### config.mk
export PLATFORM = sky130hd
export DESIGN_NAME = bird_motion_flat
export DESIGN_NICKNAME = d
export VERILOG_FILES = /design/src/rtl/bird_pkg.sv /design/src/rtl/bird_motion_if.sv /design/src/rtl/bird_pix_addr.sv /design/src/rtl/bird_motion.sv /design/src/flat_wrapper.sv
export SDC_FILE = /design/constraint.sdc
export NUM_CORES = 1
export LEC_CHECK = 0
export CAP_MARGIN = 5
export CORE_MARGIN = 2
export CORE_UTILIZATION = 40
export CTS_BUF_LIST = sky130_fd_sc_hd__clkbuf_8
export DETAILED_ROUTE_END_ITERATION = 12
export HOLD_SLACK_MARGIN = 0.06
export PLACE_DENSITY_LB_ADDON = 0.3
export SLEW_MARGIN = 20
export SYNTH_ARGS = -nofsm -noshare
export SYNTH_HDL_FRONTEND = slang
export SYNTH_SLANG_ARGS = --single-unit
### constraint.sdc
create_clock -name clk -period 3.8 [get_ports clk]
set_input_delay 0.95 -clock clk [delete_from_list [all_inputs] [get_ports clk]]
set_output_delay 0.95 -clock clk [all_outputs]
set_load 0.01 [all_outputs]
### src/rtl/bird_pkg.sv
// Shared encodings and default geometry/physics for the bird controller
// and the sprite pixel-address helper.
package bird_pkg;

  typedef enum logic [1:0] {
    ST_IDLE = 2'd0,
    ST_FLY  = 2'd1,
    ST_DEAD = 2'd2
  } state_t;

  localparam int SCREEN_W = 640;
  localparam int SCREEN_H = 480;

  localparam int DEF_SPR_W = 48;
  localparam int DEF_SPR_H = 34;
  localparam int DEF_INI_X = 35;
  localparam int DEF_INI_Y = 192;
  localparam int DEF_Y_MAX = SCREEN_H - DEF_SPR_H;

  localparam int DEF_GRAVITY  = 1;
  localparam int DEF_FLAP_VEL = 7;
  localparam int DEF_VMAX     = 8;

  localparam int DEF_FRAMES      = 3;
  localparam int DEF_FRAME_TICKS = 16;
  localparam int DEF_ADDR_W      = 11;

  localparam logic [1:0] TILT_UP    = 2'd0;
  localparam logic [1:0] TILT_LEVEL = 2'd1;
  localparam logic [1:0] TILT_DOWN  = 2'd2;

endpackage

### src/rtl/bird_motion_if.sv
// Bundle between the game top (master) and the bird controller (slave).
interface bird_motion_if
  import bird_pkg::*;
#(
  parameter int ADDR_W = DEF_ADDR_W
);

  // No handshake: tick is a one-clk strobe that is always accepted; the
  // other inputs are levels and every output is valid on every clk.
  logic              tick;
  logic              playing;
  logic              flap;
  logic [9:0]        col;
  logic [8:0]        row;

  logic [9:0]        bird_x;
  logic [8:0]        bird_y;
  logic signed [4:0] vel;
  state_t            state;
  logic              hit_floor;
  logic [1:0]        frame_sel;
  logic [ADDR_W-1:0] sprite_addr;
  logic              in_sprite;
  logic [1:0]        tilt;

  modport master (
    output tick, playing, flap, col, row,
    input  bird_x, bird_y, vel, state, hit_floor, frame_sel,
           sprite_addr, in_sprite, tilt
  );

  modport slave (
    input  tick, playing, flap, col, row,
    output bird_x, bird_y, vel, state, hit_floor, frame_sel,
           sprite_addr, in_sprite, tilt
  );

endinterface

### src/rtl/bird_pix_addr.sv
// Registered sprite box test and linear ROM address for the scan pixel.
// Generic over sprite size so it can serve other sprites (pipes).
module bird_pix_addr
  import bird_pkg::*;
#(
  parameter int SPR_W  = DEF_SPR_W,
  parameter int SPR_H  = DEF_SPR_H,
  parameter int ADDR_W = DEF_ADDR_W
) (
  input  logic              clk,
  input  logic              rst_n,
  input  logic [9:0]        col,
  input  logic [8:0]        row,
  input  logic [9:0]        pos_x,
  input  logic [8:0]        pos_y,
  output logic              in_box,
  output logic [ADDR_W-1:0] addr
);

  localparam logic [9:0] W_L = 10'(SPR_W);
  localparam logic [8:0] H_L = 9'(SPR_H);

  logic [9:0]        dx;
  logic [8:0]        dy;
  logic              hit;
  logic [ADDR_W-1:0] lin;

  // dx/dy wrap when the pixel is left of / above the box, hence the >= guards.
  always_comb begin
    dx  = col - pos_x;
    dy  = row - pos_y;
    hit = (col >= pos_x) && (dx < W_L) && (row >= pos_y) && (dy < H_L);
    lin = ADDR_W'(dy) * ADDR_W'(SPR_W) + ADDR_W'(dx);
  end

  always_ff @(posedge clk or negedge rst_n) begin
    if (!rst_n) begin
      in_box <= 1'b0;
      addr   <= '0;
    end else begin
      in_box <= hit;
      addr   <= hit ? lin : '0;
    end
  end

endmodule

### src/rtl/bird_motion.sv
// Bird controller: game-state FSM, signed-velocity physics, animation frame
// sequencer and sprite pixel addressing. Optional tilt class: BIRD_TILT_EN.
module bird_motion
  import bird_pkg::*;
#(
  parameter int SPR_W       = DEF_SPR_W,
  parameter int SPR_H       = DEF_SPR_H,
  parameter int INI_X       = DEF_INI_X,
  parameter int INI_Y       = DEF_INI_Y,
  parameter int Y_MAX       = DEF_Y_MAX,
  parameter int GRAVITY     = DEF_GRAVITY,
  parameter int FLAP_VEL    = DEF_FLAP_VEL,
  parameter int VMAX        = DEF_VMAX,
  parameter int FRAMES      = DEF_FRAMES,
  parameter int FRAME_TICKS = DEF_FRAME_TICKS,
  parameter int ADDR_W      = DEF_ADDR_W
) (
  input  logic          clk,
  input  logic          rst_n,
  bird_motion_if.slave  bus
);

  localparam int CNT_W = $clog2(FRAME_TICKS);

  localparam logic [8:0]         INI_Y_L    = 9'(INI_Y);
  localparam logic [8:0]         Y_MAX_L    = 9'(Y_MAX);
  localparam logic signed [10:0] Y_MAX_S    = 11'(Y_MAX);
  localparam logic signed [4:0]  FLAP_V_L   = 5'(-FLAP_VEL);
  localparam logic signed [5:0]  GRAV_L     = 6'(GRAVITY);
  localparam logic signed [5:0]  VMAX_S6    = 6'(VMAX);
  localparam logic signed [4:0]  VMAX_S5    = 5'(VMAX);
  localparam logic [CNT_W-1:0]   CNT_LAST   = CNT_W'(FRAME_TICKS - 1);
  localparam logic [1:0]         FRAME_LAST = 2'(FRAMES - 1);

  state_t             state_q, state_d;
  logic [8:0]         y_q, y_d;
  logic signed [4:0]  vel_q, vel_d;
  logic               flap_q;
  logic               pend_q, pend_d;
  logic [CNT_W-1:0]   cnt_q, cnt_d;
  logic [1:0]         frame_q, frame_d;

  logic               flap_edge;
  logic signed [5:0]  vsum;
  logic signed [4:0]  vel_n;
  logic signed [10:0] y_n;

  always_ff @(posedge clk or negedge rst_n) begin
    if (!rst_n) begin
      state_q <= ST_IDLE;
      y_q     <= INI_Y_L;
      vel_q   <= '0;
      flap_q  <= 1'b0;
      pend_q  <= 1'b0;
      cnt_q   <= '0;
      frame_q <= '0;
    end else begin
      state_q <= state_d;
      y_q     <= y_d;
      vel_q   <= vel_d;
      flap_q  <= bus.flap;
      pend_q  <= pend_d;
      cnt_q   <= cnt_d;
      frame_q <= frame_d;
    end
  end

  always_comb begin
    state_d = state_q;
    y_d     = y_q;
    vel_d   = vel_q;
    pend_d  = pend_q;
    cnt_d   = cnt_q;
    frame_d = frame_q;

    flap_edge = bus.flap & ~flap_q;
    vsum      = $signed({vel_q[4], vel_q}) + GRAV_L;
    // An edge arriving in the same clk as the tick still counts for it.
    if (pend_q || flap_edge)
      vel_n = FLAP_V_L;
    else if (vsum > VMAX_S6)
      vel_n = VMAX_S5;
    else
      vel_n = vsum[4:0];
    y_n = $signed({2'b00, y_q}) + $signed({{6{vel_n[4]}}, vel_n});

    case (state_q)
      ST_IDLE: begin
        pend_d = 1'b0;
        if (bus.playing) begin
          state_d = ST_FLY;
          vel_d   = '0;
        end
      end
      ST_FLY: begin
        if (bus.tick) begin
          pend_d = 1'b0;
          if (y_n[10]) begin
            y_d   = '0;
            vel_d = '0;
          end else if (y_n >= Y_MAX_S) begin
            y_d     = Y_MAX_L;
            vel_d   = '0;
            state_d = ST_DEAD;
          end else begin
            y_d   = y_n[8:0];
            vel_d = vel_n;
          end
        end else begin
          pend_d = pend_q | flap_edge;
        end
      end
      ST_DEAD: pend_d = 1'b0;
      default: state_d = ST_IDLE;
    endcase

    if (bus.tick && (state_q != ST_DEAD)) begin
      if (cnt_q == CNT_LAST) begin
        cnt_d   = '0;
        frame_d = (frame_q == FRAME_LAST) ? 2'd0 : frame_q + 2'd1;
      end else begin
        cnt_d = cnt_q + 1'b1;
      end
    end

    // Dropping playing wins over everything above, from any state.
    if (!bus.playing) begin
      state_d = ST_IDLE;
      y_d     = INI_Y_L;
      vel_d   = '0;
      pend_d  = 1'b0;
    end
  end

  assign bus.bird_x    = 10'(INI_X);
  assign bus.bird_y    = y_q;
  assign bus.vel       = vel_q;
  assign bus.state     = state_q;
  assign bus.hit_floor = (state_q == ST_DEAD);
  assign bus.frame_sel = frame_q;

`ifdef BIRD_TILT_EN
  localparam logic signed [4:0] VHALF_L = 5'(VMAX / 2);
  logic [1:0] tilt_q;

  always_ff @(posedge clk or negedge rst_n) begin
    if (!rst_n)
      tilt_q <= TILT_LEVEL;
    else if (!bus.playing || state_q == ST_IDLE)
      tilt_q <= TILT_LEVEL;
    else if (state_q == ST_FLY && bus.tick)
      tilt_q <= (vel_d < 0) ? TILT_UP : ((vel_d >= VHALF_L) ? TILT_DOWN : TILT_LEVEL);
  end

  assign bus.tilt = tilt_q;
`else
  assign bus.tilt = TILT_LEVEL;
`endif

  bird_pix_addr #(
    .SPR_W  (SPR_W),
    .SPR_H  (SPR_H),
    .ADDR_W (ADDR_W)
  ) u_pix (
    .clk    (clk),
    .rst_n  (rst_n),
    .col    (bus.col),
    .row    (bus.row),
    .pos_x  (10'(INI_X)),
    .pos_y  (y_q),
    .in_box (bus.in_sprite),
    .addr   (bus.sprite_addr)
  );

endmodule

### src/flat_wrapper.sv
// flat-port wrapper written by rule: the top's interface ports become plain ports
module bird_motion_flat import bird_pkg::*;
#(
  parameter int SPR_W       = DEF_SPR_W,
  parameter int SPR_H       = DEF_SPR_H,
  parameter int INI_X       = DEF_INI_X,
  parameter int INI_Y       = DEF_INI_Y,
  parameter int Y_MAX       = DEF_Y_MAX,
  parameter int GRAVITY     = DEF_GRAVITY,
  parameter int FLAP_VEL    = DEF_FLAP_VEL,
  parameter int VMAX        = DEF_VMAX,
  parameter int FRAMES      = DEF_FRAMES,
  parameter int FRAME_TICKS = DEF_FRAME_TICKS,
  parameter int ADDR_W      = DEF_ADDR_W
)
  (clk, rst_n, bus_tick, bus_playing, bus_flap, bus_col, bus_row, bus_bird_x, bus_bird_y, bus_vel, bus_state, bus_hit_floor, bus_frame_sel, bus_sprite_addr, bus_in_sprite, bus_tilt);
  bird_motion_if #(.ADDR_W(ADDR_W)) bus_i ();
  input  logic clk;
  input  logic rst_n;
  input wire logic [$bits(bus_i.tick)-1:0] bus_tick;
  input wire logic [$bits(bus_i.playing)-1:0] bus_playing;
  input wire logic [$bits(bus_i.flap)-1:0] bus_flap;
  input wire logic [$bits(bus_i.col)-1:0] bus_col;
  input wire logic [$bits(bus_i.row)-1:0] bus_row;
  output wire logic [$bits(bus_i.bird_x)-1:0] bus_bird_x;
  output wire logic [$bits(bus_i.bird_y)-1:0] bus_bird_y;
  output wire logic [$bits(bus_i.vel)-1:0] bus_vel;
  output wire logic [$bits(bus_i.state)-1:0] bus_state;
  output wire logic [$bits(bus_i.hit_floor)-1:0] bus_hit_floor;
  output wire logic [$bits(bus_i.frame_sel)-1:0] bus_frame_sel;
  output wire logic [$bits(bus_i.sprite_addr)-1:0] bus_sprite_addr;
  output wire logic [$bits(bus_i.in_sprite)-1:0] bus_in_sprite;
  output wire logic [$bits(bus_i.tilt)-1:0] bus_tilt;
  assign bus_i.tick = bus_tick;
  assign bus_i.playing = bus_playing;
  assign bus_i.flap = bus_flap;
  assign bus_i.col = bus_col;
  assign bus_i.row = bus_row;
  assign bus_bird_x = bus_i.bird_x;
  assign bus_bird_y = bus_i.bird_y;
  assign bus_vel = bus_i.vel;
  assign bus_state = bus_i.state;
  assign bus_hit_floor = bus_i.hit_floor;
  assign bus_frame_sel = bus_i.frame_sel;
  assign bus_sprite_addr = bus_i.sprite_addr;
  assign bus_in_sprite = bus_i.in_sprite;
  assign bus_tilt = bus_i.tilt;
  bird_motion #(.SPR_W(SPR_W), .SPR_H(SPR_H), .INI_X(INI_X), .INI_Y(INI_Y), .Y_MAX(Y_MAX), .GRAVITY(GRAVITY), .FLAP_VEL(FLAP_VEL), .VMAX(VMAX), .FRAMES(FRAMES), .FRAME_TICKS(FRAME_TICKS), .ADDR_W(ADDR_W)) u_core (.clk(clk), .rst_n(rst_n), .bus(bus_i));
endmodule
==> impl_metrics.json <==
{
  "r2r.worst_path.cells": 12,
  "ys_ff_latch": 36,
  "drc_errors": 0,
  "power_mw": 2.00,
  "critical_path_buf_inv_count": 4,
  "worst_clock_skew_ns": 0.00618,
  "internal_power_mw": 1.21,
  "regToRegSetupSlack_ns": 0.58,
  "route.antenna.remaining_nets": 0,
  "endpoint_kind": "flip-flop",
  "grt_start_max_net_pins": 37,
  "hp-class": "flip-flop to flip-flop",
  "wl_met1_mm": 3.48,
  "met3_wirelength_um": 256,
  "final_nets": 506,
  "fp.dieArea_um2": 8620,
  "grt_pass1_vias": 2599,
  "design.core.area_um2": 7690,
  "p_leak_nw": 2.05,
  "cts_buffer_depth": 2,
  "stdcell_area_um2": 4370,
  "layout_worst_path_cycle_share": 0.959,
  "worstPathRequired_ns": 3.97,
  "timing.final.setup_violations": 0,
  "syn-mean-instance-area_um2": 9.48,
  "setup_tns_ns": 0,
  "clock_tree.htree_level_count": 2,
  "critical_path_cell_count": 14,
  "seqPwrFrac": 0.239,
  "cts-buffers-inserted": 5,
  "worstPathArrival_ns": 3.81,
  "diodes": 0,
  "critPathSlowestCell": "sky130_fd_sc_hd__fa_2",
  "grt_overflow": 0,
  "critical_path_peak_fanout": 2,
  "cts_tree": "done",
  "edff_count_synth": 0,
  "wire_length_of_the_first_global_routing_pass_mm": 12.1,
  "worst_slack_at_placement_ns": -0.624,
  "total_count_of_max_transition_violations_in_the_final_report": 0,
  "p_switching_mw": 0.790,
  "grt.total_usage": 0.176,
  "routedWlPerCell_um": 13.7,
  "postLayoutSetupSlackWorst_ns": 0.155,
  "tightestPinTransition_ns": 0.819,
  "syn-instance-count": 333,
  "antenna_found_initial": 0,
  "gp_congestion": 0.875,
  "run_status": "finished clean",
  "routed_via_count": 2738,
  "die_h_um": 92.8,
  "ir_drop_mv": 0.310,
  "timing.critical_path.slowest_cell_delay_ns": 0.55,
  "power.share.combinational": 0.624,
  "dr_wl_met2_mm": 3.62,
  "post_route_cells_drive_above_1_share": 0.242,
  "cts.sink_count": 36,
  "cp-start-kind": "input pin",
  "syn-cell-area_um2": 3160,
  "switching_share": 0.396,
  "place.port_buffers": 54,
  "power_per_unit_of_standard_cell_area_nw_per_um2": 457,
  "ctsRootBufferMaster": "sky130_fd_sc_hd__clkbuf_8",
  "fin_crit_ns": 3.65,
  "postRouteWirelength_mm": 7.43,
  "crit_chain": "dlygate4sd2_1, inv_1, ha_2, inv_1, fa_2, ha_4, fa_2, ha_4, buf_4, a21oi_1, o21bai_1, a21oi_1, xor2_1, nor3_2",
  "dpl.cell_count": 534,
  "detailed_place.area_um2": 4150,
  "num_io_pins": 67,
  "highest_routing_layer_actually_used": "met4",
  "cts.reportedPaths.clkPinSlew_ns": 0.07,
  "ys_dominant_reg_cell": "sky130_fd_sc_hd__dfrtp_1",
  "fillers": 701,
  "grt_setup_unrepaired": "yes",
  "slew_headroom": 0.454,
  "seq_area_frac_synth": 0.286,
  "vias_per_cell": 5.03,
  "yosysWarnings": 0,
  "timing.final.hold_violations": 0,
  "synth_async_sr_flop_share": 1.00,
  "worst_r2r_endpoint": "u_core.bus.vel[0]",
  "drt_iter0_drc": 155,
  "row_count": 32,
  "hpwl_mm": 5.70,
  "worstSkewPairLatency_ns": 0.29,
  "endpoint": "u_core.u_pix.addr[9]",
  "share_clk_of_total_power": 0.137,
  "number_of_standard_cells_in_the_final_layout_excluding_fillers": 544,
  "area_delta_synth_final_pct": 38.4,
  "floorplan.die.width_um": 92.8,
  "critPathTopFamily": "adder cells",
  "max-cap-violations": 0,
  "r2r_start": "u_core.bus.vel[0]",
  "startpoint": "bus_row[0]",
  "fmax_mhz": 274,
  "floorplan.initialDensity": 0.410,
  "drt_pre_antenna_iters": 4,
  "crit_type": "input pin to flip-flop",
  "synth.distinct_cells": 62
}
## logic make-up after synthesis
group           Yosys count  share of synthesized area
fa+ha+maj                41                      0.172
xor+xnor                 32                     0.0956
other cells               2                    0.00238
compound gates           86                      0.207
flops                    36                      0.286
mux                       5                     0.0170
simple gates             79                      0.141
buf+inv                  52                     0.0789
## through the flow
| step | hold WS (ns) | util |
|---|---|---|
| after floorplan | 0.445 | - |
| after global placement | 0.459 | 0.540 |
| after detailed placement | 0.466 | 0.540 |
| after CTS | 0.479 | 0.554 |
| after global routing | 0.486 | 0.568 |
| final | 0.475 | 0.568 |
## registers in the layout, indices dropped and copies added (netlist names)
signal                cells
u_core.bus.state          2
u_core.pend_q             1
u_core.bus.bird_y         9
u_core.cnt_q              4
u_core.u_pix.addr        11
u_core.bus.frame_sel      2
u_core.flap_q             1
u_core.u_pix.in_box       1
u_core.bus.vel            5
## what timing repair did
| action | CTS | global route |
|---|---|---|
| pin swaps | 8 | 10 |
| hold buffers | 0 | 0 |
| resized for setup | 8 | 18 |
| endpoints found under the hold margin | 0 | 0 |
| setup buffers | 0 | 1 |
| endpoints found under the setup margin | 11 | 24 |
| cloned | 0 | 1 |
## area by class of cell
cell class                      count  area [um^2]  area share
Inverter                           37          139      0.0318
Timing Repair Buffer              105          920       0.211
Clock buffer                        5         68.8      0.0158
Tap cell                          102          128      0.0292
Sequential cell                    36          903       0.207
Multi-Input combinational cell    256         2190       0.502
Clock inverter                      3         18.8     0.00430
## metal layers
layer | vias up | track usage
li1 | 1377 | -
met1 | 1296 | 0.247
met2 | 60 | 0.287
met3 | 5 | 0.0212
met4 | 0 | 0.0429
met5 | - | 0
## placed cells by master (no fill, tap or decap), types with 3 or more instances in the layout
master,count
sky130_fd_sc_hd__a21o_1,6
sky130_fd_sc_hd__a21oi_1,16
sky130_fd_sc_hd__a21oi_2,5
sky130_fd_sc_hd__a32o_1,4
sky130_fd_sc_hd__and3_1,4
sky130_fd_sc_hd__buf_4,51
sky130_fd_sc_hd__clkbuf_8,5
sky130_fd_sc_hd__clkdlybuf4s50_1,51
sky130_fd_sc_hd__conb_1,12
sky130_fd_sc_hd__dfrtp_1,34
sky130_fd_sc_hd__ha_1,33
sky130_fd_sc_hd__inv_1,37
sky130_fd_sc_hd__mux2_2,3
sky130_fd_sc_hd__nand2_1,15
sky130_fd_sc_hd__nand2b_1,5
sky130_fd_sc_hd__nand3_1,5
sky130_fd_sc_hd__nor2_1,20
sky130_fd_sc_hd__nor2b_1,3
sky130_fd_sc_hd__nor3_1,5
sky130_fd_sc_hd__nor3_2,9
sky130_fd_sc_hd__o21a_1,3
sky130_fd_sc_hd__o21ai_0,12
sky130_fd_sc_hd__o21bai_1,4
sky130_fd_sc_hd__o31ai_1,3
sky130_fd_sc_hd__xnor2_1,14
sky130_fd_sc_hd__xnor2_2,3
sky130_fd_sc_hd__xor2_1,12
## cell usage after synthesis (all sizes together), types with 3 or more instances
cell | instances | area [um^2]
ha | 37 | 463
inv | 37 | 139
dfrtp | 34 | 851
nor2 | 22 | 82.6
a21oi | 21 | 105
xnor2 | 17 | 156
nand2 | 15 | 56.3
o21ai | 15 | 75.1
buf | 14 | 106
nor3 | 14 | 115
xor2 | 14 | 123
a21o | 6 | 45.0
a32o | 5 | 50.1
nand2b | 5 | 31.3
nand3 | 5 | 25.0
and3 | 4 | 25.0
fa | 4 | 80.1
o21bai | 4 | 30.0
o31ai | 4 | 30.0
a31oi | 3 | 33.8
mux2 | 3 | 33.8
nor2b | 3 | 18.8
o21a | 3 | 22.5
o221ai | 3 | 26.3
## how the worst min path moves through the flow
stage                    start              end  slack [ns]  depth (start not counted)
3_5_place_dp   u_core.cnt_q[2]  u_core.cnt_q[2]        0.47                          1
2_1_floorplan  u_core.cnt_q[3]  u_core.cnt_q[3]        0.44                          1
4_1_cts        u_core.cnt_q[2]  u_core.cnt_q[2]        0.48                          1
6_report       u_core.cnt_q[2]  u_core.cnt_q[2]        0.47                          1
5_1_grt        u_core.cnt_q[2]  u_core.cnt_q[2]        0.49                          1
3_3_place_gp   u_core.cnt_q[2]  u_core.cnt_q[2]        0.46                          1
## power by group through the flow
stage	sequential (mW)	combinational [mW]	clock, mW
after floorplan	0.483	0.755	0
after global placement	0.483	1.15	0
after detailed placement	0.486	1.17	0
after CTS	0.478	1.19	0.280
after global routing	0.486	1.38	0.300
final	0.478	1.25	0.274
No activity file was read; power rests on OpenSTA's default activity.
